<file path="config.mk">
export PLATFORM = sky130hd
export DESIGN_NAME = genius_round_ctrl
export DESIGN_NICKNAME = d
export VERILOG_FILES = /design/src/rtl/genius_round_ctrl.sv
export SDC_FILE = /design/constraint.sdc
export NUM_CORES = 1
export LEC_CHECK = 0
export CORE_UTILIZATION = 42
export CTS_CLUSTER_DIAMETER = 30
export DETAILED_ROUTE_END_ITERATION = 10
export PLACE_DENSITY_LB_ADDON = 0.15
export SLEW_MARGIN = 15
export SYNTH_ARGS = -nofsm -noshare
export SYNTH_HDL_FRONTEND = slang
export SYNTH_SLANG_ARGS = --single-unit
</file>
<file path="constraint.sdc">
create_clock -name clk -period 5.3 [get_ports clk]
set_input_delay 0.795 -clock clk [delete_from_list [all_inputs] [get_ports clk]]
set_output_delay 0.795 -clock clk [all_outputs]
set_load 0.1 [all_outputs]
</file>
<file path="src/rtl/genius_round_ctrl.sv">
// Round controller for the Genius memory game: plays back the first level+1
// colours from the sequence ROM, then checks player presses against the same
// ROM entries, advancing the level, failing, or declaring a win.
module genius_round_ctrl #(
   parameter int unsigned ON_CYCLES      = 4,
   parameter int unsigned OFF_CYCLES     = 2,
   parameter int unsigned TIMEOUT_CYCLES = 64
) (
   input  logic       clk,
   input  logic       rst,
   input  logic       start,
   input  logic [3:0] btn,
   input  logic [3:0] rom_data,
   output logic [3:0] address,
   output logic [3:0] led,
   output logic [3:0] level,
   output logic       busy,
   output logic       round_ok,
   output logic       game_over,
   output logic       game_won
);

   // Timer is sized for the largest of the three phase lengths, plus a spare bit.
   localparam int unsigned MaxOnOff  = (ON_CYCLES > OFF_CYCLES) ? ON_CYCLES : OFF_CYCLES;
   localparam int unsigned MaxCycles = (MaxOnOff > TIMEOUT_CYCLES) ? MaxOnOff : TIMEOUT_CYCLES;
   localparam int unsigned TimerW    = $clog2(MaxCycles) + 1;

   localparam logic [TimerW-1:0] OnLast      = TimerW'(ON_CYCLES - 1);
   localparam logic [TimerW-1:0] OffLast     = TimerW'(OFF_CYCLES - 1);
   localparam logic [TimerW-1:0] TimeoutLast = TimerW'(TIMEOUT_CYCLES - 1);
   localparam logic [3:0]        LastLevel   = 4'd15;

   typedef enum logic [2:0] {
      StIdle,
      StShowOn,
      StShowOff,
      StInput,
      StPause,
      StFail,
      StWin
   } state_e;

   state_e            state_q, state_d;
   logic [TimerW-1:0] timer_q, timer_d;
   logic [3:0]        address_q, address_d;
   logic [3:0]        level_q, level_d;

   // State, timer, address and level registers with synchronous reset.
   always_ff @(posedge clk) begin
      if (rst) begin
         state_q   <= StIdle;
         timer_q   <= '0;
         address_q <= '0;
         level_q   <= '0;
      end else begin
         state_q   <= state_d;
         timer_q   <= timer_d;
         address_q <= address_d;
         level_q   <= level_d;
      end
   end

   // Next-state, timer, address and level decisions.
   always_comb begin
      state_d   = state_q;
      timer_d   = timer_q + TimerW'(1);
      address_d = address_q;
      level_d   = level_q;

      unique case (state_q)
         StIdle: begin
            timer_d = '0;
            if (start) begin
               level_d   = '0;
               address_d = '0;
               state_d   = StShowOn;
            end
         end

         StShowOn: begin
            if (timer_q == OnLast) begin
               state_d = StShowOff;
            end
         end

         StShowOff: begin
            if (timer_q == OffLast) begin
               if (address_q == level_q) begin
                  address_d = '0;
                  state_d   = StInput;
               end else begin
                  address_d = address_q + 4'd1;
                  state_d   = StShowOn;
               end
            end
         end

         StInput: begin
            // A press on the timeout cycle is evaluated instead of timing out.
            if (btn != 4'b0000) begin
               if (btn == rom_data) begin
                  if (address_q != level_q) begin
                     address_d = address_q + 4'd1;
                     timer_d   = '0;
                  end else if (level_q == LastLevel) begin
                     state_d = StWin;
                  end else begin
                     level_d   = level_q + 4'd1;
                     address_d = '0;
                     state_d   = StPause;
                  end
               end else begin
                  state_d = StFail;
               end
            end else if (timer_q == TimeoutLast) begin
               state_d = StFail;
            end
         end

         StPause: begin
            if (timer_q == OffLast) begin
               state_d = StShowOn;
            end
         end

         StFail, StWin: begin
            state_d = StIdle;
         end

         default: begin
            state_d = StIdle;
         end
      endcase

      // Every state entry starts the timer from zero.
      if (state_d != state_q) begin
         timer_d = '0;
      end
   end

   // Moore outputs decoded from the current state.
   always_comb begin
      led       = 4'b0000;
      busy      = 1'b1;
      round_ok  = 1'b0;
      game_over = 1'b0;
      game_won  = 1'b0;
      unique case (state_q)
         StIdle:   busy      = 1'b0;
         StShowOn: led       = rom_data;
         StPause:  round_ok  = (timer_q == '0);
         StFail:   game_over = 1'b1;
         StWin:    game_won  = 1'b1;
         default:  ;
      endcase
   end

   assign address = address_q;
   assign level   = level_q;

endmodule

</file>
After elaboration in Yosys (flattened, before gate mapping)
Cells that the tools add are included.
{"block": "op_classes", "n_addsub": 3, "n_eq_ne": 21, "mux": 33, "reduce_logical": 8}
{"cell": "4-bit two-way mux", "count": 12}
{"cell": "3-bit two-way mux", "count": 8}
{"cell": "7-bit two-way mux", "count": 3}
{"cell": "3-bit one-hot mux with 5 select lines", "count": 1}
{"cell": "7-bit one-hot mux with 2 select lines", "count": 1}
{"cell": "2-bit inequality test (second input constant)", "count": 6}
{"cell": "4-bit one-hot mux with 3 select lines", "count": 1}
{"cell": "6-bit AND reduction", "count": 2}
{"cell": "3-bit equality test (second input constant)", "count": 3}
{"cell": "4-bit by 1-bit adder with 4-bit output (second input constant)", "count": 2}
{"cell": "4-bit equality test", "count": 2}
{"cell": "4-bit one-hot mux with 2 select lines", "count": 1}
{"cell": "7-bit by 1-bit adder with 7-bit output (second input constant)", "count": 1}
{"cell": "7-bit by 1-bit equality test with 1-bit output (second input constant)", "count": 1}
{"cell": "7-bit by 2-bit equality test with 1-bit output (second input constant)", "count": 1}
{"cell": "7-bit by 6-bit equality test with 1-bit output (second input constant)", "count": 1}
{"cell": "7-bit logical NOT", "count": 1}
{"cell": "3-bit by 2-bit equality test with 1-bit output (second input constant)", "count": 2}
{"cell": "4-bit equality test (second input constant)", "count": 1}
{"cell": "1-bit two-way mux", "count": 4}
{"cell": "2-bit two-way mux", "count": 2}
{"cell": "4-bit inequality test", "count": 1}
{"cell": "4-bit nonzero test", "count": 1}
{"cell": "3-bit by 1-bit equality test with 1-bit output (second input constant)", "count": 1}
{"cell": "other kinds (6)", "count": 6}
{"block": "word_totals", "register_bits": 18, "in_bits": 11, "out_inout_bits": 16, "wordCells": 69}

Longest topological paths before layout
{"block": "logic_depth", "depth_word": 8, "depth_mapped": 7, "mapped_depth_nobuf": 7}

Least setup slack after synthesis
Ideal clock, no wire load.
{"block": "synth_path", "path_type": "reg2out", "start": "register state_q[1]", "end": "output game_won", "arrival_time_ns": 3.003, "t_required_ns": 4.505, "path_slack_ns": 1.502, "path_stages_with_launch": 4, "path_buffers": 1, "path_cell_list": "dfxtp_1 > buf_1 > inv_1 > nor3b_1"}
{"block": "synth_between", "elab_chain_len": 2}
{"element": "start: declaration", "line_no": "43", "source": "state_e state_q, state_d;"}
{"element": "start signal: assignment", "line_no": "51", "source": "state_q <= StIdle;"}
{"element": "start signal: assignment", "line_no": "56", "source": "state_q <= state_d;"}
{"element": "3-bit equality test", "line_no": "148", "source": "unique case (state_q)"}
{"element": "1-bit two-way mux", "line_no": "148"}
{"element": "end: declaration", "line_no": "20", "source": "output logic game_won"}
No other way between the ends.

Worst setup path after layout
{"block": "layout_path", "start": "register timer_q[3]", "end": "output round_ok"}
{"block": "layout_between", "elab_chain_len": 2}
{"element": "start: declaration", "line_no": "44", "source": "logic [TimerW-1:0] timer_q, timer_d;"}
{"element": "start signal: assignment", "line_no": "57", "source": "timer_q <= timer_d;"}
{"element": "7-bit logical NOT", "line_no": "151", "source": "StPause: round_ok = (timer_q == '0);"}
{"element": "1-bit two-way mux", "line_no": "148"}
{"element": "end: declaration", "line_no": "18", "source": "output logic round_ok,"}
No other way between the ends.

==> summary.md <==
| Metric | Value |
|---|---|
| Crit-path leading delay family | `buffers and inverters` |
| Cell Area, Synth | `1226 µm²` |
| Fill count | `about 270` |
| H-tree depth | `1` |
| Synth Area in Adders | `under 10%` |
| GPL Wtd Cong | `around 0.8` |
| GR Util All Layers | `approximately 20%` |
| Met3 Wirelength | `131 µm` |
| WL met2 | `1.598 mm` |
| Clk_skew | `between 10 and 15 ps` |
| Cts bufs inserted | `3` |
| Slew Viols, Final | `0` |
| CTS resizes | `0` |
| Postcts setup bufs | `0` |
| Worst min path class | `reg2reg` |
| CTS tree | `yes` |
| Setup TNS | `0 ps` |
| WP data arrival | `~2700 ps` |
| Die Span X | `roughly 56 µm` |
| Post-Synth XOR/XNOR Area | `a little under a tenth` |
| Slew @ Worst Pin | `around 980 ps` |
| Worst-case clock buffer depth | `2` |
| F_max | `287.0 MHz` |
| Final Setup Violations | `0` |
| Run status | `finished, final reports clean` |
| Worst Path Max Fanout | `5` |
| Final Routed Wirelength | `3.035 mm` |
| Asr flop ratio synth | `0%` |
| Crit path launch type | `flop` |
| Drt via density | `roughly 6` |
| Top Ports | `27` |
| WS Path Type | `reg2out` |
| Slowest-stage cell, CP | `clkdlybuf4s50_1` |
| Min cycle time layout | `~3500 ps` |
| Synthesized Nets | `between 150 and 200` |
| CP Data Required Time | `4510 ps` |
| Seq/Total Area, Yosys | `a little under 30%` |
| Share of layout cells above drive strength 1 | `under 10%` |
| Most common cell in the netlist | `dfxtp_1` |
| Core Rows | `19` |
| Compound-Gate Fraction of Synth Area | `between 10% and 20%` |
| Clock transition at path regs | `about 120 ps` |
| Distinct cells, synth | `47` |
| Die area | `between 3000 and 4000 µm²` |
| Peak VDD IR | `0.0001422 V` |
| Via count | `between 1000 and 1500` |
| Primary FF master, synth | `dfxtp_1` |
| Crit path cell chain | `nor3_1, and2_1, and3_1, clkdlybuf4s50_1` |
| Cts hold-fix bufs | `0` |
| Antenna violations before repair | `0` |
| Final hold violations | `0` |
| Worst reg2reg setup slack | `3110 ps` |
| Residual DRC | `0` |
| First-pass GRT wire length | `around 5.1 mm` |
| Buffers on Ports | `26` |
| Unrepaired setup endpoints after global routing | `false` |
| EDFF count, synth | `0` |
| Antenna cells | `0` |
| Final period util | `between 60% and 70%` |
| Leakage power figure | `approximately 0.61 nW` |
| Core outline area | `~2800 µm²` |
| Top cells by area, synth | `dfxtp_1, xor2_1, ha_1` |
| Biggest area consumer among synthesized cells | `dfxtp_1` |
| Number of global-route vias before repair | `1210` |
| Largest net degree at the start of global routing | `15` |
| Post-Syn Area per Cell | `between 8 and 9 µm²` |
| CP Buf/Inv Count | `1` |
| Final ANT Viol Nets | `0` |
| Total clock sinks | `18` |
| Pre-CTS setup slack | `1930 ps` |
| Ys Warns | `0` |
| Synth cell count leaders | `dfxtp_1, nor2_1, nand2_1, xor2_1` |
| Top cell type's share of synthesized area | `around 30%` |
| Drt first pass iters | `4` |
| FF+latch count, synth | `18` |
| Layout Cells excl Fill | `around 210` |
| Placed Cells | `just over 200` |
| Detailed placement HPWL | `~2.4 mm` |
| Worst slew margin | `approximately a third` |
| Clock Tree Root | `clkbuf_4` |
| Area added between synthesis and finish | `25.82%` |
| Largest family of logic cells by synthesized area | `simple AND/OR/NAND/NOR gates` |
| Wirelength per Cell | `14.73 µm` |
| Global route overflow | `0` |
| DR top layer | `met4` |
| Worst setup margin | `about 1800 ps` |
| CP endpoint kind | `output port` |
| WL met1 | `~1.3 mm` |
| Worst-Skew Late Latency | `approximately 310 ps` |
| Slowest stage delay, CP | `between 1000 and 1500 ps` |
| Max Cap Viol | `0` |
| Layout net count | `approximately 190` |
| Post-synthesis cell count | `150` |
| Pwr dens | `between 150 and 200 nW/µm²` |
| Starting Density | `between 40 and 50%` |
| Die height | `56.03 µm` |
| Post-Synth Simple-Gate Area | `between 30% and 40%` |
| Iteration-0 DRC Markers | `38` |
| Multiplexer area fraction after synthesis | `less than 1%` |
registers in the layout (all words and copies together), names as in the netlist:
name	cells
level	4
state_q	3
address	4
timer_q	7
metrics by stage:
| stage | instance area (µm²) | hold WS, ps | power, mW | util (%) |
|---|---|---|---|---|
| CTS | 1543 | 537.9 | 0.2895 | 55.94 |
| finish | 1543 | 538.7 | 0.2896 | 55.94 |
| global route | 1543 | 567.9 | 0.2990 | 55.94 |
| detailed placement | 1506 | 523.2 | 0.2014 | 54.63 |
| global placement | 1506 | 502.2 | 0.2001 | 54.63 |
| floorplan | 1226 | 475.2 | 0.1826 | - |
layout by cell type (no fill, tap or decap), types with 3 or more instances in the layout:
master           Yosys  final
and2_1               6      6
nand2_1             11     11
and3_1               5      5
nor3b_1              5      5
nor2_1              14     14
inv_1                7      7
clkdlybuf4s50_1      0     26
dfxtp_1             18     18
clkbuf_4             0      3
xnor2_1              3      3
a31o_2               3      3
o21ai_0              3      3
xor2_1              10     10
nor3_1               4      4
ha_1                 5      5
a21oi_1              7      7
nand3_1              6      6
layer usage:
metal / vias up / global-route usage (%)
met5: - / 0
met4: 0 / 7.666
met3: 7 / 3.023
met2: 32 / 37.59
met1: 595 / 22.96
li1: 608 / -
logic make-up after synthesis:
family                     count (synthesis)
and+or+nand+nor                           69
adders and majority gates                  5
AOI/OAI and AO/OA                         32
muxes                                      1
xor gates and xnor gates                  13
buffers and inverters                     12
DFF                                       18
cell type report:
cell class	count	area (µm²)	share of cell area [%]
Sequential cell	18	360.3	23.36
Tap cell	31	38.79	2.514
Inverter	7	26.28	1.703
Multi-Input combinational cell	120	820.8	53.20
Clock buffer	4	36.28	2.352
Timing Repair Buffer	26	260.3	16.87
power by group:
group	switching (mW)	internal, mW
registers	0.00306	0.136
logic	0.0373	0.0219
clock network	0.0490	0.0419
total	0.0894	0.200
worst paths after layout:
check	from	to	cells after the start
max	timer_q[3]	round_ok	4
min reg2reg	address[3]	address[3]	1
max reg2reg	timer_q[0]	address[3]	6
min	address[3]	address[3]	1
worst register-to-register path: stages, from the launching register on:
cell and delay (ps):
dfxtp_1 440, ha_1 210, nor3b_1 350, nand3_1 120, a221o_1 400, or2_4 270
o41ai_1 300
Power figures use the tool's default switching activity.
